## src/rtl/tl_a_channel_queue.sv

```systemverilog
// Registered FIFO for a TileLink-style A channel. It decouples producer timing from the consumer.
// It also offers a pipe mode (enqueue while full and draining) and a flow mode (bypass when empty).
module tl_a_channel_queue #(
  parameter int unsigned DEPTH = 2,
  parameter int unsigned PIPE  = 0,
  parameter int unsigned FLOW  = 0
) (
  input  logic                             clock,
  input  logic                             reset,
  input  logic                             in_valid,
  output logic                             in_ready,
  input  logic [77:0]                      in_bits,
  output logic                             out_valid,
  input  logic                             out_ready,
  output logic [77:0]                      out_bits,
  output logic [$clog2(DEPTH+1)-1:0]       count
);

  localparam int unsigned BEAT_W = 78;
  localparam int unsigned PTR_W  = (DEPTH > 1) ? $clog2(DEPTH) : 1;
  localparam int unsigned CNT_W  = $clog2(DEPTH + 1);
  localparam logic [PTR_W-1:0] LAST_PTR = PTR_W'(DEPTH - 1);

  logic [BEAT_W-1:0] ram_q [DEPTH];
  logic [PTR_W-1:0]  enq_ptr_q, enq_ptr_d;
  logic [PTR_W-1:0]  deq_ptr_q, deq_ptr_d;
  logic              maybe_full_q, maybe_full_d;

  logic              ptr_match, empty, full;
  logic              do_enq, do_deq, bypass, wr_en;
  logic [CNT_W:0]    diff;

  // Pointers wrap explicitly at DEPTH-1, so non-power-of-two depths work.
  function automatic logic [PTR_W-1:0] ptr_inc(input logic [PTR_W-1:0] p);
    return (p == LAST_PTR) ? '0 : p + PTR_W'(1);
  endfunction

  always_comb begin
    ptr_match    = (enq_ptr_q == deq_ptr_q);
    empty        = ptr_match & ~maybe_full_q;
    full         = ptr_match & maybe_full_q;
    in_ready     = reset | ~full | ((PIPE != 0) & out_ready);
    out_valid    = ~reset & (~empty | ((FLOW != 0) & in_valid));
    out_bits     = ((FLOW != 0) && empty) ? in_bits : ram_q[deq_ptr_q];
    do_enq       = in_valid & in_ready;
    do_deq       = out_valid & out_ready;
    // A flow-through beat fires on both sides but never touches storage.
    bypass       = (FLOW != 0) & empty & do_deq;
    wr_en        = do_enq & ~bypass;

    enq_ptr_d    = enq_ptr_q;
    deq_ptr_d    = deq_ptr_q;
    maybe_full_d = maybe_full_q;
    if (wr_en)              enq_ptr_d    = ptr_inc(enq_ptr_q);
    if (do_deq && !bypass)  deq_ptr_d    = ptr_inc(deq_ptr_q);
    if (do_enq != do_deq)   maybe_full_d = do_enq;

    diff = '0;
    if (enq_ptr_q >= deq_ptr_q) begin
      diff = (CNT_W+1)'(enq_ptr_q) - (CNT_W+1)'(deq_ptr_q);
    end else begin
      diff = (CNT_W+1)'(DEPTH) + (CNT_W+1)'(enq_ptr_q) - (CNT_W+1)'(deq_ptr_q);
    end
    if (reset)     count = '0;
    else if (full) count = CNT_W'(DEPTH);
    else           count = CNT_W'(diff);
  end

  always_ff @(posedge clock) begin
    if (reset) begin
      enq_ptr_q    <= '0;
      deq_ptr_q    <= '0;
      maybe_full_q <= 1'b0;
    end else begin
      enq_ptr_q    <= enq_ptr_d;
      deq_ptr_q    <= deq_ptr_d;
      maybe_full_q <= maybe_full_d;
    end
  end

  // Payload storage is deliberately left unreset.
  always_ff @(posedge clock) begin
    if (wr_en) ram_q[enq_ptr_q] <= in_bits;
  end

`ifndef SYNTHESIS
  a_in_stable: assert property (@(posedge clock) disable iff (reset)
    (in_valid && !in_ready) |=> $stable(in_bits));

  if (FLOW == 0) begin : g_out_hold
    a_out_hold: assert property (@(posedge clock) disable iff (reset)
      (out_valid && !out_ready) |=> out_valid);
  end
`endif

endmodule

```

## config.mk

```make
export PLATFORM = sky130hd
export DESIGN_NAME = tl_a_channel_queue
export DESIGN_NICKNAME = d
export VERILOG_FILES = /design/src/rtl/tl_a_channel_queue.sv
export SDC_FILE = /design/constraint.sdc
export NUM_CORES = 1
export LEC_CHECK = 0
export CORE_MARGIN = 5
export CORE_UTILIZATION = 48
export DETAILED_ROUTE_END_ITERATION = 7
export PLACE_DENSITY = 0.89
export SYNTH_ARGS = -nofsm -noshare
export SYNTH_HDL_FRONTEND = slang
export SYNTH_SLANG_ARGS = --single-unit
export TNS_END_PERCENT = 100
```

## constraint.sdc

```tcl
create_clock -name clock -period 4 [get_ports clock]
set_input_delay 0.6 -clock clock [delete_from_list [all_inputs] [get_ports clock]]
set_output_delay 0.6 -clock clock [all_outputs]
set_load 0.05 [all_outputs]
```

==> results of run 1 <==
## worst min-delay path: stages, from the launching register on
cell and delay, ns:
dfxtp_1 0.37, xnor2_1 0.08, nor2_1 0.07
## state kept, by name, summed over array words and instances, names as in the netlist, named ones only
register,flops
deq_ptr_q,1
enq_ptr_q,1
maybe_full_q,1
ram_q,156
## stage by stage
stage / hold WS, ns / total power [uW] / instances / setup WS (ns) / instance area, sq um
after CTS: 0.555 / 5270 / 626 / 0.760 / 8360
after detailed placement: 0.536 / 3630 / 594 / 1.17 / 7750
after floorplan: 0.498 / 3150 / 272 / 0.313 / 5950
after global placement: 0.521 / 3590 / 594 / 1.21 / 7750
final: 0.552 / 5220 / 626 / 0.810 / 8360
after global routing: 0.599 / 5400 / 626 / 0.689 / 8360
## per-layer routing
| metal | routed length [um] | GRT usage (%) |
|---|---|---|
| met1 | 4430 | 18.0 |
| met2 | 6130 | 28.4 |
| met3 | 927 | 6.90 |
| met5 | 0 | 0 |
| met4 | 191 | 6.58 |
## worst paths after layout
path | start | endpoint | slack, ns
worst max-delay path | flip-flop | out_bits[58] | 0.81
worst min-delay path | enq_ptr_q | enq_ptr_q | 0.55
worst min register to register | enq_ptr_q | enq_ptr_q | 0.55
worst max register to register | enq_ptr_q | ram_q[0][30] | 1.54
## power by group through the flow
stage / clock (uW) / combinational, uW / sequential, uW
6_report: 1640 / 1470 / 2110
4_1_cts: 1670 / 1480 / 2120
3_3_place_gp: 0 / 1460 / 2130
5_1_grt: 1750 / 1530 / 2130
3_5_place_dp: 0 / 1480 / 2150
2_1_floorplan: 0 / 1040 / 2100
## cell families (layout without fill, tap and decap cells)
group,count (synthesis),in the layout,synth area share [%]
xor+xnor,1,1,0.147
simple gates,10,10,0.883
compound gates,6,6,0.694
mux,80,80,16.4
flops,160,160,80.0
fa+ha+maj,2,2,0.420
buf+inv,13,199,1.43
## cells in the final DEF, fill, tap and decap left out
cell               n
a21boi_0           2
nand2_1            1
clkbuf_1           3
clkdlybuf4s50_1  163
bufinv_16          3
buf_12             1
clkinvlp_4         3
o32ai_1            1
nor2_1             3
clkinv_4           1
dfxtp_1            3
and3_4             2
clkinv_2           2
dfxtp_4            1
inv_1              3
a21boi_1           1
ha_1               2
mux2_4            20
nor2b_1            1
mux2_2            60
xnor2_1            1
clkbuf_16         17
edfxtp_1         156
a21oi_1            2
or2_1              1
clkbuf_8           3
nand2b_1           2
## cell type report
cell class | count | area (sq um)
fillers | 761 | 3700
repair buffers | 164 | 1650
clock inverters | 9 | 131
multi-input cells | 99 | 1110
clock buffers | 23 | 478
well taps | 168 | 210
inverters | 3 | 11.3
flip-flops and latches | 160 | 4770
==> results.md, run 1 <==
* Status: finished, final reports clean
* Top FF cell, synth: edfxtp_1
* Layout cells sized above 1 at around a quarter
* Sequential share of power at between 40% and 50%
* Final nets at 529
* Syn avg cell area at 21.9 sq um
* Tcrit/Tclk final at ~80%
* Pleak at 0.00286 uW
* Finish-stage setup viols at 0
* Max-cap violations at 0
* Die Y at 121 um
* Boundary Pins at 164
* Most instantiated cells after synthesis: edfxtp_1 (156), mux2_2 (60), mux2_4 (20), buf_2 (5)
* Die area at between 10000 and 15000 sq um
* Delay-heaviest family, CP: buffers and inverters
* DRT antenna net count at 0
* First-pass GRT wire length at roughly 18 mm
* CTS root buf: clkbuf_16
* H-tree Lvls at 4
* Slowest cell on the critical path: dfxtp_4
* Final Max Slew Viols at 0
* Hold WC Path Type: reg2reg
* Post-route minimum period at 3.19 ns
* Area contributors post-synth: edfxtp_1 (79%), mux2_2 (11%), mux2_4 (5.0%)
* GRT Resource Usage Total at 16.5%
* Worst Reg-to-Reg Cells at 5
* Clock skew at 0.0122 ns
* Fmax at 0.313 GHz
* CTS Hold Bufs at 0
* Crit path kind: reg2out
* Global route total overflow at 0
* Worst VDD drop at ~0.40 mV
* Die width at 121 um
* Skew-Pair Late Insertion Delay at 0.42 ns
* DRT Wirelength at around 12 mm
* Power Density at between 600 and 700 nW/um^2
* Fin. Hold Viols at 0
* Post_cts resized at 0
* Vias at about 3100
* DRC viols at 0
* Synth unique cells at 20
* Synthesized flop and latch total at 160
* Hpwl dp at 7.68 mm
* Comb power frac at ~28%
* Post-CTS Setup Repair Bufs at 0
* Number of antenna violations at the first check in global routing at 0
* Number of flops mapped to enable cells by yosys at 156
* Worst path max stage delay at 0.72 ns
* Critical path required time at 3.40 ns
* TritonCTS Buffers at 17
* Synth top area share at 78.7%
* Core area at 12100 sq um
* Switching Share at between 30% and 40%
* Worst-path fanout max at 40
* Starting density of the core at between 40% and 50%
* Clock share of power at 31.4%
* Seq/Total Area, Yosys at between 80 and 90%
* Clock Path Buffers at 2
* First drt pass iteration count at 4
* Buf/Inv on CP at 2
* Antenna cells at 0
* DR iter-0 viols at 242
* Switch Pwr at 1590 uW
* Measured slew at the worst slew-check pin at between 1 and 1.5 ns
* Setup TNS at 0 ns
* Crit start category: flip-flop
* # rows at 40
* CP endpoint kind: output pin
* Power Internal at 3630 uW
* Final Core Density at 69.3%
* GPL Wtd Cong at 0.714
* CTS tree: built
* Asr flop ratio synth at 0%
* Worst-path clk slew at 0.06 ns
* Post-Syn Nets at 356
* Clk sinks at 160
* Drt wl/cell at 18.6 um
* Rel. slew slack at approximately 28%
* WP data arrival at 2.59 ns
* Post-synth top area cell: edfxtp_1
* Netlist Area Pre-Place at ~6000 sq um
* Most frequent cell after synthesis: edfxtp_1
* IO buf count at 163
* Ys Warns at 0
* Vias/cell at 4.89
* RSZ-0062 raised after global routing: false
* Crit path cell chain: buf_12 > mux2_2 > clkdlybuf4s50_1
* Syn Inst Count at 272
* Cells on Worst Hold Path at 2
* Vias in the first global route at 3479
* Area grow syn2layout at 40.5%
* Largest net degree at the start of global routing at 79
* Crit path depth at 3
Note: power is estimated with default switching activity, not from simulation.
==> run 2: changes to the inputs <==
- CORE_UTILIZATION: 48 -> 43
- PLACE_DENSITY: 0.89 -> 0.85
- clock period: 4 -> 2.64 ns (I/O delays scaled with it)
==> results.md, run 2 (same netlist as run 1, synthesis figures left out) <==
* Status: finished, final reports clean (unchanged)
* RR Startpoint: enq_ptr_q (unchanged)
* Crit start category: flip-flop (unchanged)
* Max-cap violations at 0 (unchanged)
* DR iter-0 viols at 177 (was 242)
* Non-filler instance count after layout at 639 (was 626)
* Layout cells sized above 1 at 26.6% (was 24.7%)
* Drt wl/cell at 17.4 um (was 18.6 um)
* Final nets at 532 (was 529)
* Post-CTS Setup Repair Bufs at 0 (unchanged)
* CTS Hold Bufs at 0 (unchanged)
* Comb power frac at 29.7% (was 28.1%)
* Number of antenna violations at the first check in global routing at 0 (unchanged)
* Post-route minimum period at roughly 2.5 ns
* Starting density of the core at 43.4% (was 49.4%)
* Pre-CTS WS at 0.412 ns (was 1.17 ns)
* CP endpoint kind: output pin (unchanged)
* Die Y at 128 um (was 121 um)
* Fin. Hold Viols at 0 (unchanged)
* Vias at 3036 (was 3062)
* Switching Share at 30.1% (was 30.4%)
* Fmax at 0.396 GHz
* Sequential share of power at 40.5% (about the same)
* # rows at 43 (was 40)
* Final Core Density at 60.9% (was 69.3%)
* Clock skew at 0.00550 ns (was 0.0122 ns)
* Clk sinks at 160 (unchanged)
* Vias/cell at 4.75 (was 4.89)
* Fillcell total at 985 (was 761)
* Pwr Total at 7740 uW (was 5220 uW)
* Power Density at 926 nW/um^2 (was 624 nW/um^2)
* Measured slew at the worst slew-check pin at 0.524 ns (was 1.08 ns)
* DRC viols at 0 (unchanged)
* GPL Wtd Cong at 0.760 (was 0.714)
* First drt pass iteration count at 4 (unchanged)
* Antenna cells at 0 (unchanged)
* Pleak at 0.00288 uW (was 0.00286 uW)
* Vias in the first global route at 3347 (was 3479)
* Largest net degree at the start of global routing at 79 (unchanged)
* DRT Wirelength at 11.1 mm (was 11.7 mm)
* Power Internal at 5410 uW (was 3630 uW)
* Clock Path Buffers at 2 (unchanged)
* Skew-Pair Late Insertion Delay at 0.41 ns (was 0.42 ns)
* Commonest cells after routing, fill and taps aside: edfxtp_1 (156), clkdlybuf4s50_1 (151), mux2_2 (60) (was clkdlybuf4s50_1 (163), edfxtp_1 (156), mux2_2 (60))
* Switch Pwr at 2330 uW (was 1590 uW)
* Beginning of the worst hold path: maybe_full_q (was enq_ptr_q)
* Die area at 16300 sq um (was 14700 sq um)
* DRT antenna net count at 0 (unchanged)
* Boundary Pins at 164 (unchanged)
* Max reg flops at 156 (unchanged)
* Core area at 13700 sq um (was 12100 sq um)
* CTS tree: built (unchanged)
* First-pass GRT wire length at 17.1 mm (was 18.2 mm)
* Critical path required time at 2.24 ns (was 3.40 ns)
* Most common cell after layout, fill and taps aside: edfxtp_1 (was clkdlybuf4s50_1)
* Worst-path clk slew at 0.06 ns (about the same)
* H-tree Lvls at 4 (unchanged)
* Worst VDD drop at 0.461 mV (was 0.399 mV)
* Die width at 128 um (was 121 um)
* Clock share of power at 29.8% (was 31.4%)
* Tcrit/Tclk final at a little over nine tenths
* WP data arrival at 2.13 ns (was 2.59 ns)
* Global route total overflow at 0 (unchanged)
* Final worst slack at 0.115 ns (was 0.810 ns)
* GRT Resource Usage Total at 13.9% (was 16.5%)
* Crit path kind: reg2out (unchanged)
* Placed insts at 609 (was 594)
* Final Max Slew Viols at 0 (unchanged)
* Post_cts resized at 0 (unchanged)
* Hold WC Path Type: reg2reg (unchanged)
* Finish-stage setup viols at 0 (unchanged)
* TritonCTS Buffers at 17 (unchanged)
* IO buf count at 163 (unchanged)
* Rel. slew slack at 64.9% (was 27.7%)
* Worst-path fanout max at 43 (was 40)
* Hpwl dp at 7.32 mm (was 7.68 mm)
* RSZ-0062 raised after global routing: false (unchanged)
* CTS root buf: clkbuf_16 (unchanged)
* Area grow syn2layout at 40.4% (was 40.5%)
* Top reg by flops: ram_q (unchanged)
==> run 2: cell types whose count changed in the layout (fill, tap and decap cells not counted), sizes merged <==
cell,previous run,this run
clkinvlp,3,0
clkbuf,23,20
clkdlybuf4s50,163,151
clkinv,3,7
buf,1,16
==> run 2: critical path, cell delays in order (launching register included) <==
cell             delay [ns]
dfxtp_4                0.37
buf_12                 0.25
mux2_2                 0.38
clkdlybuf4s50_1        0.71
==> run 2: power by group through the flow <==
| stage | sequential [uW] | clock [uW] | combinational [uW] |
|---|---|---|---|
| 6_report | 3140 | 2310 | 2290 |
| 2_1_floorplan | 3170 | 0 | 1580 |
| 3_5_place_dp | 3190 | 0 | 2320 |
| 4_1_cts | 3140 | 2370 | 2330 |
| 3_3_place_gp | 3180 | 0 | 2300 |
| 5_1_grt | 3160 | 2490 | 2390 |
==> run 2: metrics by stage <==
stage	cell area [sq um]	hold slack [ns]	setup TNS, ns
floorplan	5960	0.495	-23.71
global placement	7800	0.514	0
detailed placement	7800	0.552	0
CTS	8360	0.543	0
global route	8360	0.543	0
finish	8360	0.566	0
==> run 2: worst paths after layout <==
check	to	slack, ns	depth (start not counted)
min reg2reg	maybe_full_q	0.57	2
min	maybe_full_q	0.57	2
max	out_bits[16]	0.11	3
max reg2reg	ram_q[1][71]	0.55	6
==> run 2: cell type report <==
class | count | area, sq um | share of cell area, %
flip-flops and latches | 160 | 4770 | 57.1
repair buffers | 167 | 1680 | 20.1
multi-input cells | 99 | 1110 | 13.3
clock buffers | 20 | 437 | 5.23
well taps | 180 | 225 | 2.70
clock inverters | 10 | 120 | 1.44
inverters | 3 | 11.3 | 0.135
==> run 2: metal layers <==
layer	share of wire [%]	routed length [um]	vias to the layer above	track usage, %
met5	0	0	-	0
met4	1.7	191	0	5.93
met3	6.3	696	16	4.88
met2	52	5830	107	24.3
met1	40	4400	1486	15.5
li1	-	-	1427	-
